### config.mk
export PLATFORM = sky130hd
export DESIGN_NAME = rbs_10bit_serial
export DESIGN_NICKNAME = d
export VERILOG_FILES = /design/src/rtl/rbs_10bit_serial.sv
export SDC_FILE = /design/constraint.sdc
export NUM_CORES = 1
export LEC_CHECK = 0
export ABC_AREA = 1
export CAP_MARGIN = 10
export CORE_MARGIN = 8
export CORE_UTILIZATION = 56
export DETAILED_ROUTE_END_ITERATION = 6
export PLACE_DENSITY = 0.88
export SETUP_SLACK_MARGIN = 0.05
export SYNTH_ARGS = -nofsm -noshare
export SYNTH_HDL_FRONTEND = slang
export SYNTH_SLANG_ARGS = --single-unit
### constraint.sdc
create_clock -name i_clk -period 2.64 [get_ports i_clk]
set_clock_uncertainty 0.1 [all_clocks]
set_input_delay 0.396 -clock i_clk [delete_from_list [all_inputs] [get_ports i_clk]]
set_output_delay 0.396 -clock i_clk [all_outputs]
set_load 0.05 [all_outputs]
### src/rtl/rbs_10bit_serial.sv
// rtl/rbs_10bit_serial.sv - bit-serial ripple-borrow subtractor, one full-subtractor stage per clock
//
// Computes i_sub_term1 - i_sub_term2 (unsigned), LSB first, over WIDTH cycles.
// Ports:
//   i_clk        clock, rising edge
//   i_rst_n      asynchronous active-low reset
//   i_valid      operand pair valid (sampled in IDLE only)
//   o_in_ready   high while IDLE
//   i_sub_term1  minuend A
//   i_sub_term2  subtrahend B
//   o_valid      high while DONE
//   i_ready      downstream accepts o_result
//   o_result     {borrow_out, A-B mod 2^WIDTH}

module rbs_10bit_serial #(
    parameter int WIDTH = 10
) (
    input  logic             i_clk,
    input  logic             i_rst_n,
    input  logic             i_valid,
    output logic             o_in_ready,
    input  logic [WIDTH-1:0] i_sub_term1,
    input  logic [WIDTH-1:0] i_sub_term2,
    output logic             o_valid,
    input  logic             i_ready,
    output logic [WIDTH:0]   o_result
);

    localparam int CW = (WIDTH > 1) ? $clog2(WIDTH) : 1;

    typedef enum logic [1:0] {
        IDLE = 2'd0,
        BUSY = 2'd1,
        DONE = 2'd2
    } state_t;

    state_t state;
    state_t state_nxt;

    logic [WIDTH-1:0] a_sh;
    logic [WIDTH-1:0] b_sh;
    logic [WIDTH-1:0] diff_sh;
    logic             borrow;
    logic [CW-1:0]    cnt;

    logic a_bit;
    logic b_bit;
    logic d_bit;
    logic bout;
    logic last_bit;

    // The single full-subtractor cell, always fed from the operand LSBs.
    assign a_bit    = a_sh[0];
    assign b_bit    = b_sh[0];
    assign d_bit    = a_bit ^ b_bit ^ borrow;
    assign bout     = (~a_bit & b_bit) | (~(a_bit ^ b_bit) & borrow);
    assign last_bit = (cnt == CW'(WIDTH - 1));

    // Handshake outputs decode straight from the state register, so no input
    // reaches them combinationally.
    assign o_in_ready = (state == IDLE);
    assign o_valid    = (state == DONE);

    always_ff @(posedge i_clk or negedge i_rst_n) begin
        if (!i_rst_n) begin
            state <= IDLE;
        end else begin
            state <= state_nxt;
        end
    end

    always_comb begin
        state_nxt = state;
        case (state)
            IDLE:    if (i_valid)  state_nxt = BUSY;
            BUSY:    if (last_bit) state_nxt = DONE;
            DONE:    if (i_ready)  state_nxt = IDLE;
            default: state_nxt = IDLE;
        endcase
    end

    always_ff @(posedge i_clk or negedge i_rst_n) begin
        if (!i_rst_n) begin
            a_sh     <= '0;
            b_sh     <= '0;
            diff_sh  <= '0;
            borrow   <= 1'b0;
            cnt      <= '0;
            o_result <= '0;
        end else begin
            case (state)
                IDLE: begin
                    if (i_valid) begin
                        a_sh   <= i_sub_term1;
                        b_sh   <= i_sub_term2;
                        borrow <= 1'b0;
                        cnt    <= '0;
                    end
                end
                BUSY: begin
                    a_sh    <= a_sh >> 1;
                    b_sh    <= b_sh >> 1;
                    // Difference bits enter at the MSB so bit 0 ends up at bit 0.
                    diff_sh <= {d_bit, diff_sh[WIDTH-1:1]};
                    borrow  <= bout;
                    if (last_bit) begin
                        o_result <= {bout, d_bit, diff_sh[WIDTH-1:1]};
                    end else begin
                        cnt <= cnt + 1'b1;
                    end
                end
                default: ;
            endcase
        end
    end

endmodule

==> flow_summary.rst, run 1 <==
.. list-table::
   :header-rows: 1

   * - Metric
     - Value
   * - Run status
     - completed
   * - Seq pwr share
     - 38.6%
   * - Switch share
     - 44.06%
   * - Final net count
     - 308
   * - Global-route wire length before repair
     - 7417 µm
   * - Power density cells
     - 1183 mW/mm²
   * - Number of global-route vias before repair
     - 1759
   * - Actual slew at the worst max-slew pin
     - 572.6 ps
   * - Met2 demand-to-capacity share in global routing
     - 24.48%
   * - Placement Rows
     - 22
   * - Net switching power of the design
     - 1.353 mW
   * - Final weighted congestion in routability-driven placement
     - 0.7944
   * - Detail-routed via count per cell
     - 5.097
   * - Proportion of netlist area held by the largest area contributor
     - 54.87%
   * - Clk sinks
     - 47
   * - Final hold violations
     - 0
   * - Post-Syn Nets
     - 272
   * - Synth Register Bits
     - 47
   * - Critical path arrival
     - 1850 ps
   * - Cell count after placement
     - 322
   * - Mapped cell area
     - 0.002143 mm²
   * - CTS H-tree lvls
     - 2
   * - Setup-failing EPs final
     - 0
   * - Vias
     - 1682
   * - GR Layer Usage met3
     - 3.341%
   * - Antenna violations before repair
     - 0
   * - Type of element capturing the critical path
     - primary output
   * - Max-Cap Viols
     - 0
   * - Total routed wirelength
     - 4135 µm
   * - Number of buffers created by CTS
     - 5
   * - Fraction of final layout cells with drive strength greater than 1
     - 9.929%
   * - Number of standard cells in the layout, taps in and fillers out
     - 330
   * - Synth Warn #
     - 0
   * - Combinational cell fraction of total power
     - 47.2%
   * - Effective utilization at floorplan
     - 58.54%
   * - Final period utilization
     - 88.72%
   * - Worst setup path class
     - flop to primary output
   * - Number of buffers added for setup after CTS
     - 0
   * - Final setup TNS
     - 0 ps
   * - Post-route DRC
     - 0
   * - Buf+Inv Stages, Crit Path
     - 1
   * - Avg Inst Size Synth
     - 8.748 µm²
   * - Worst min-delay path category
     - primary input to asynchronous set/reset pin
   * - Highest ir drop seen on vdd
     - 0.0006958 V
   * - Die Span X
     - 77.87 µm
   * - Footprint of the multi-input gates
     - 738.2 µm²
   * - Family with the most delay on the worst path
     - buffers and inverters
   * - Worst relative slew slack
     - 61.83%
   * - Number of resized instances in the post-cts repair step
     - 0
   * - Critical path, cell by cell
     - nor2_1 -> clkdlybuf4s50_1
   * - Cell area after placement
     - 0.002505 mm²
   * - Layout Area Growth over Synthesis
     - 21.13%
   * - Core area
     - 0.003661 mm²
   * - Global route overflow
     - 0
   * - Leakage power
     - 1.215 nW
   * - Worst path slowest cell
     - clkdlybuf4s50_1
   * - Tot Pwr
     - 3.070 mW
   * - Clock input transition at the sequential cells of the worst setup and hold paths
     - 90 ps
   * - Seq/Total Area, Yosys
     - 54.87%
   * - Worst setup slack after placement
     - 644.6 ps
   * - Final worst-path setup slack
     - 297.9 ps
   * - Number of fillers in the final layout
     - 277
   * - Internal
     - 1.718 mW
   * - Met1 usage in global routing
     - 17.56%
   * - Number of distinct standard cells referenced by the synthesized netlist
     - 22
   * - Remaining antenna violation count after routing
     - 0
   * - Antenna cells
     - 0
   * - Number of DRC markers in iteration 0
     - 161
   * - Required time at the endpoint of the critical path
     - 2140 ps
   * - Main area contributors after synthesis
     - dfrtp_1, nand2_1, o21ai_0
   * - Mean routed wirelength per cell
     - 12.53 µm
   * - Post-DP HPWL
     - 2875 µm
   * - Hold_buf cts
     - 0
   * - Global router's overall resource usage
     - 14.85%
   * - Gate count of the mapped netlist
     - 245
   * - Final worst path period need
     - 2342 ps
   * - Crit Path Max Fanout
     - 5
   * - Top Ports
     - 37
   * - Clock insertion delay at the later pin of the skew report
     - 300 ps
   * - GRT Max-Usage Layer
     - met2
   * - Crit path launch type
     - flop
   * - RSZ-0062 raised after global routing
     - false
   * - Fraction of power consumed by the clock network
     - 14.2%
   * - Design Area, Final
     - 0.002596 mm²
   * - Flip-flop and latch area
     - 0.001176 mm²
   * - TritonCTS clock tree
     - yes
   * - Number of detailed-route iterations in the first pass
     - 4
   * - Buffers from clock root to sink, at most
     - 2
   * - Pin count of the biggest net entering global routing
     - 48
   * - Area of the die
     - 0.006063 mm²
   * - Count of buffers inserted at the top-level ports
     - 36
   * - Dominant cell type by area after synthesis
     - dfrtp_1
   * - Max incr delay on CP
     - 860 ps
   * - Highest clock rate
     - 427.0 MHz
   * - Final Max Slew Viols
     - 0
   * - Root Buffer Master
     - clkbuf_8
   * - Vert. Die Dim
     - 77.87 µm
cells in the final DEF, fill, tap and decap left out, types with 2 or more instances in the layout:
| cell type | netlist | routed |
|---|---|---|
| nor2_1 | 4 | 4 |
| ha_1 | 2 | 2 |
| a21oi_1 | 2 | 2 |
| nand3_1 | 6 | 6 |
| o22ai_1 | 2 | 2 |
| clkbuf_8 | 0 | 5 |
| buf_4 | 2 | 5 |
| clkdlybuf4s50_1 | 0 | 35 |
| nand2_1 | 70 | 70 |
| inv_1 | 34 | 34 |
| o21ai_1 | 14 | 14 |
| o21ai_0 | 35 | 35 |
| o21ai_2 | 10 | 10 |
| dfrtp_1 | 47 | 47 |
cells in the mapped netlist (all sizes together):
cell,n
ha,2
o21ai,59
o31ai,1
clkbuf,4
nor3,1
nor2,4
inv,36
fa,1
o22ai,2
nand2,71
dfrtp,47
a21oi,2
nand4,1
buf,8
nand3,6
worst paths after layout:
check,from,end,slack [ps],depth (start not counted)
max,state[0]$_DFFE_PN0P_,o_in_ready,300,2
min,i_rst_n,a_sh[5]$_DFFE_PN0P_,60,2
max reg2reg,cnt[1]$_DFFE_PN0P_,o_result[2]$_DFFE_PN0P_,880,7
min reg2reg,o_result[3]$_DFFE_PN0P_,o_result[3]$_DFFE_PN0P_,390,2
max in group asynchronous,i_rst_n,o_result[0]$_DFFE_PN0P_,1980,2
min in group i_clk,o_result[3]$_DFFE_PN0P_,o_result[3]$_DFFE_PN0P_,390,2
worst reg2reg max path, stage by stage, from the launching register on:
cell and delay (ps):
dfrtp_1 420, inv_1 90, ha_1 160, nand2_1 60
nor2_1 230, nand2_2 350, nand2_1 180, o21ai_2 60
flip-flops by register name, indices dropped and copies added, names as in the netlist:
| signal | count |
|---|---|
| a_sh | 10 |
| b_sh | 10 |
| borrow | 1 |
| cnt | 4 |
| diff_sh | 9 |
| o_result | 11 |
| state | 2 |
kinds of logic after synthesis:
kind of cell	after synthesis	synth area share [%]
simple gates	83	15.41
compound gates	64	16.93
fa+ha+maj	3	2.101
buf+inv	48	10.68
flops	47	54.87
metal layers:
metal | vias up | share of wire [%]
met3 | 11 | 3.9
met1 | 790 | 44
li1 | 844 | -
met4 | 0 | 2.5
met2 | 37 | 49
met5 | - | 0
power by group through the flow:
stage          sequential (mW)  clock [mW]  combinational (mW)
2_1_floorplan             1.41           0               0.869
3_3_place_gp              1.19           0                1.40
3_5_place_dp              1.20           0                1.44
4_1_cts                   1.19       0.446                1.46
5_1_grt                   1.23       0.475                1.63
6_report                  1.19       0.437                1.45
area by class of cell:
cell class | count | share of cell area (%)
multi-input cells | 150 | 28.43
clock inverters | 3 | 0.8675
well taps | 48 | 2.313
flip-flops and latches | 47 | 45.30
inverters | 36 | 5.301
repair buffers | 41 | 15.13
clock buffers | 5 | 2.651
through the flow:
step | utilization [%] | hold slack (ps)
2_1_floorplan | - | 0.4089
3_3_place_gp | 68.42 | 356.5
3_5_place_dp | 68.42 | 368.5
4_1_cts | 70.92 | 76.74
5_1_grt | 70.92 | 133.7
6_report | 70.92 | 60.14
Note: power is estimated with default switching activity, not from simulation.
==> run 2: changes to the inputs <==
--- a/config.mk
+++ b/config.mk
@@ -8,9 +8,10 @@
 export ABC_AREA = 1
 export CAP_MARGIN = 10
 export CORE_MARGIN = 8
-export CORE_UTILIZATION = 56
+export CORE_UTILIZATION = 50
 export DETAILED_ROUTE_END_ITERATION = 6
-export PLACE_DENSITY = 0.88
+export HOLD_SLACK_MARGIN = 0.15
+export PLACE_DENSITY = 0.8
 export SETUP_SLACK_MARGIN = 0.05
 export SYNTH_ARGS = -nofsm -noshare
 export SYNTH_HDL_FRONTEND = slang
==> run 2 against run 1 <==
Combinational power is 3% lower; power is 1.2% higher; worst hold slack better by 320 ps; non-clock buffer count is 1 higher; global-route usage is 1.6 points lower; setup slack worse by 25 ps; critical endpoint unchanged; largest cell class unchanged; largest power group unchanged.
==> flow_summary.rst, run 2 (synthesis results as in run 1) <==
.. list-table::
   :header-rows: 1

   * - Metric
     - Value
   * - Run status
     - completed
   * - RSZ-0062 raised after global routing
     - false
   * - Register name with the most flops
     - o_result
   * - Final net count
     - 309 (+0.32%)
   * - Worst relative slew slack
     - 65.28% (+3.4 points)
   * - Root Buffer Master
     - clkbuf_8
   * - Highest clock rate
     - 422.4 MHz (-1.1%)
   * - Leakage power
     - 1.229 nW (+1.1%)
   * - Global route overflow
     - 0 (unchanged)
   * - Crit path launch type
     - flop
   * - Pin count of the biggest net entering global routing
     - 57 (+19%)
   * - Buffers from clock root to sink, at most
     - 2 (unchanged)
   * - Cell area after placement
     - 0.002510 mm² (+0.20%)
   * - Area of the die
     - 0.006637 mm² (+9.5%)
   * - Layout Area Growth over Synthesis
     - 22.83%
   * - Worst hold path cell count
     - 2
   * - Post-route DRC
     - 0 (unchanged)
   * - Highest ir drop seen on vdd
     - 0.0005279 V (-24%)
   * - Max reg flops
     - 11 (unchanged)
   * - Final Max Slew Viols
     - 0 (unchanged)
   * - Placement Rows
     - 24 (+9.1%)
   * - Effective utilization at floorplan
     - 50.62% (-7.9 points)
   * - Vert. Die Dim
     - 81.47 µm (+4.6%)
   * - Commonest cells after routing, fill and taps aside
     - nand2_1, dfrtp_1, o21ai_0, clkdlybuf4s50_1, inv_1
   * - Power density cells
     - 1181 mW/mm² (-0.16%)
   * - Total routed wirelength
     - 3929 µm (-5.0%)
   * - Actual slew at the worst max-slew pin
     - 520.9 ps (-51.73 ps)
   * - Remaining antenna violation count after routing
     - 0 (unchanged)
   * - Count of buffers inserted at the top-level ports
     - 36 (unchanged)
   * - FF-to-FF setup slack
     - 920 ps (+40 ps)
   * - Final setup TNS
     - 0 ps (unchanged)
   * - TritonCTS clock tree
     - yes
   * - Antenna cells
     - 0 (unchanged)
   * - Number of DRC markers in iteration 0
     - 69 (-57%)
   * - Reg-to-reg startpoint
     - cnt[1]$_DFFE_PN0P_
   * - Clock input transition at the sequential cells of the worst setup and hold paths
     - 90 ps (about the same)
   * - Number of detailed-route iterations in the first pass
     - 4 (unchanged)
   * - Fraction of final layout cells with drive strength greater than 1
     - 9.894% (-0.035 points)
   * - Vias
     - 1580 (-6.1%)
   * - Detail-routed via count per cell
     - 4.716 (-7.5%)
   * - Final weighted congestion in routability-driven placement
     - 0.7812 (-1.7%)
   * - Hold_buf cts
     - 1 (+1)
   * - Final period utilization
     - 89.67% (+0.95 points)
   * - Die Span X
     - 81.47 µm (+4.6%)
   * - Hold EP
     - o_result[2]$_DFFE_PN0P_
   * - Core area
     - 0.004234 mm² (+16%)
   * - Most frequent standard cell in the layout excluding fill and tap cells
     - nand2_1
   * - Capture point of the worst reg-to-reg path
     - o_result[3]$_DFFE_PN0P_
   * - Final hold violations
     - 0 (unchanged)
   * - Worst setup path class
     - flop to primary output
   * - Largest registers
     - o_result x11, a_sh x10, b_sh x10
   * - Clk sinks
     - 47 (unchanged)
   * - Global-route wire length before repair
     - 6789 µm (-8.5%)
   * - Design Area, Final
     - 0.002633 mm² (+1.4%)
   * - Required time at the endpoint of the critical path
     - 2140 ps (about the same)
   * - Post-DP HPWL
     - 2846 µm (-0.99%)
   * - Number of cells on the worst reg-to-reg path
     - 7 (unchanged)
   * - Final worst path period need
     - 2367 ps (+25.18 ps)
   * - Start point of the worst hold path
     - o_result[2]$_DFFE_PN0P_
   * - Type of element capturing the critical path
     - primary output
   * - Max-Cap Viols
     - 0 (unchanged)
   * - Antenna violations before repair
     - 0 (unchanged)
   * - Number of buffers added for setup after CTS
     - 0 (unchanged)
   * - Critical path arrival
     - 1870 ps (+20 ps)
   * - Clock insertion delay at the later pin of the skew report
     - 300 ps (about the same)
   * - Setup-failing EPs final
     - 0 (unchanged)
   * - Crit Path Max Fanout
     - 5 (unchanged)
   * - Mean routed wirelength per cell
     - 11.73 µm (-6.4%)
   * - Top Ports
     - 37 (unchanged)
   * - Number of resized instances in the post-cts repair step
     - 0 (unchanged)
   * - Global router's overall resource usage
     - 13.28% (-1.6 points)
   * - Number of global-route vias before repair
     - 1541 (-12%)
   * - Worst min-delay path category
     - flop to flop
   * - CTS H-tree lvls
     - 2 (unchanged)
   * - Number of buffers created by CTS
     - 5 (unchanged)
==> run 2: cell count changes in the layout (fill, tap and decap cells not counted), sizes merged <==
cell         previous run  this run
bufinv                  0         1
inv                    37        36
dlygate4sd3             0         1
==> run 2: worst max-delay path by stage <==
stage	start	end	slack (ps)	cells after the start
floorplan	state[0]$_DFFE_PN0P_	cnt[3]$_DFFE_PN0P_	870	6
detailed placement	state[0]$_DFFE_PN0P_	o_in_ready	620	2
global placement	state[0]$_DFFE_PN0P_	o_in_ready	640	2
finish	state[0]$_DFFE_PN0P_	o_in_ready	270	2
global route	state[0]$_DFFE_PN0P_	o_in_ready	230	2
CTS	state[0]$_DFFE_PN0P_	o_in_ready	280	2
==> run 2: metrics by stage <==
stage               hold slack (ps)  setup slack, ps  power [mW]  utilization [%]  cells
finish                        384.9            272.7       3.108            62.17    335
global route                  419.2            231.4       3.390            62.17    335
global placement              296.8            644.3       2.577            59.28    326
floorplan                    0.4089            869.3       2.280                -    245
detailed placement            305.3            624.2       2.620            59.28    326
CTS                           390.4            281.1       3.148            62.17    335
==> run 2: worst max-delay path, stage by stage (launching register included) <==
cell	delay (ps)
dfrtp_1	420
nor2_1	270
clkdlybuf4s50_1	880
==> run 2: layer usage <==
| layer | routed length [µm] | up-vias | share of wire, % | global-route usage, % |
|---|---|---|---|---|
| li1 | - | 847 | - | - |
| met1 | 1826 | 709 | 46 | 16.14 |
| met2 | 1927 | 17 | 49 | 21.72 |
| met3 | 104 | 7 | 2.6 | 3.501 |
| met4 | 70 | 0 | 1.8 | 5.893 |
| met5 | 0 | - | 0 | 0 |
==> run 2: layout make-up <==
type	instances	area [µm²]
repair buffers	42	402.9
fillers	358	1602
flip-flops and latches	47	1176
multi-input cells	150	738.2
clock buffers	5	68.82
well taps	52	65.06
inverters	36	137.6
clock inverters	3	43.79
==> run 2: power breakdown <==
| group | internal [mW] | leakage [nW] | switching, mW |
|---|---|---|---|
| Clock | 0.282 | 0.0581 | 0.237 |
| Sequential | 1.03 | 0.602 | 0.150 |
| Combinational | 0.487 | 0.569 | 0.922 |
| Total | 1.80 | 1.23 | 1.31 |
==> run 3: changes to the inputs <==
--- a/config.mk
+++ b/config.mk
@@ -6,7 +6,7 @@
 export NUM_CORES = 1
 export LEC_CHECK = 0
 export ABC_AREA = 1
-export CAP_MARGIN = 10
+export CAP_MARGIN = 5
 export CORE_MARGIN = 8
 export CORE_UTILIZATION = 50
 export DETAILED_ROUTE_END_ITERATION = 6
==> results of run 3 <==
No change in the layout: final DEF, timing and power equal those of run 2.
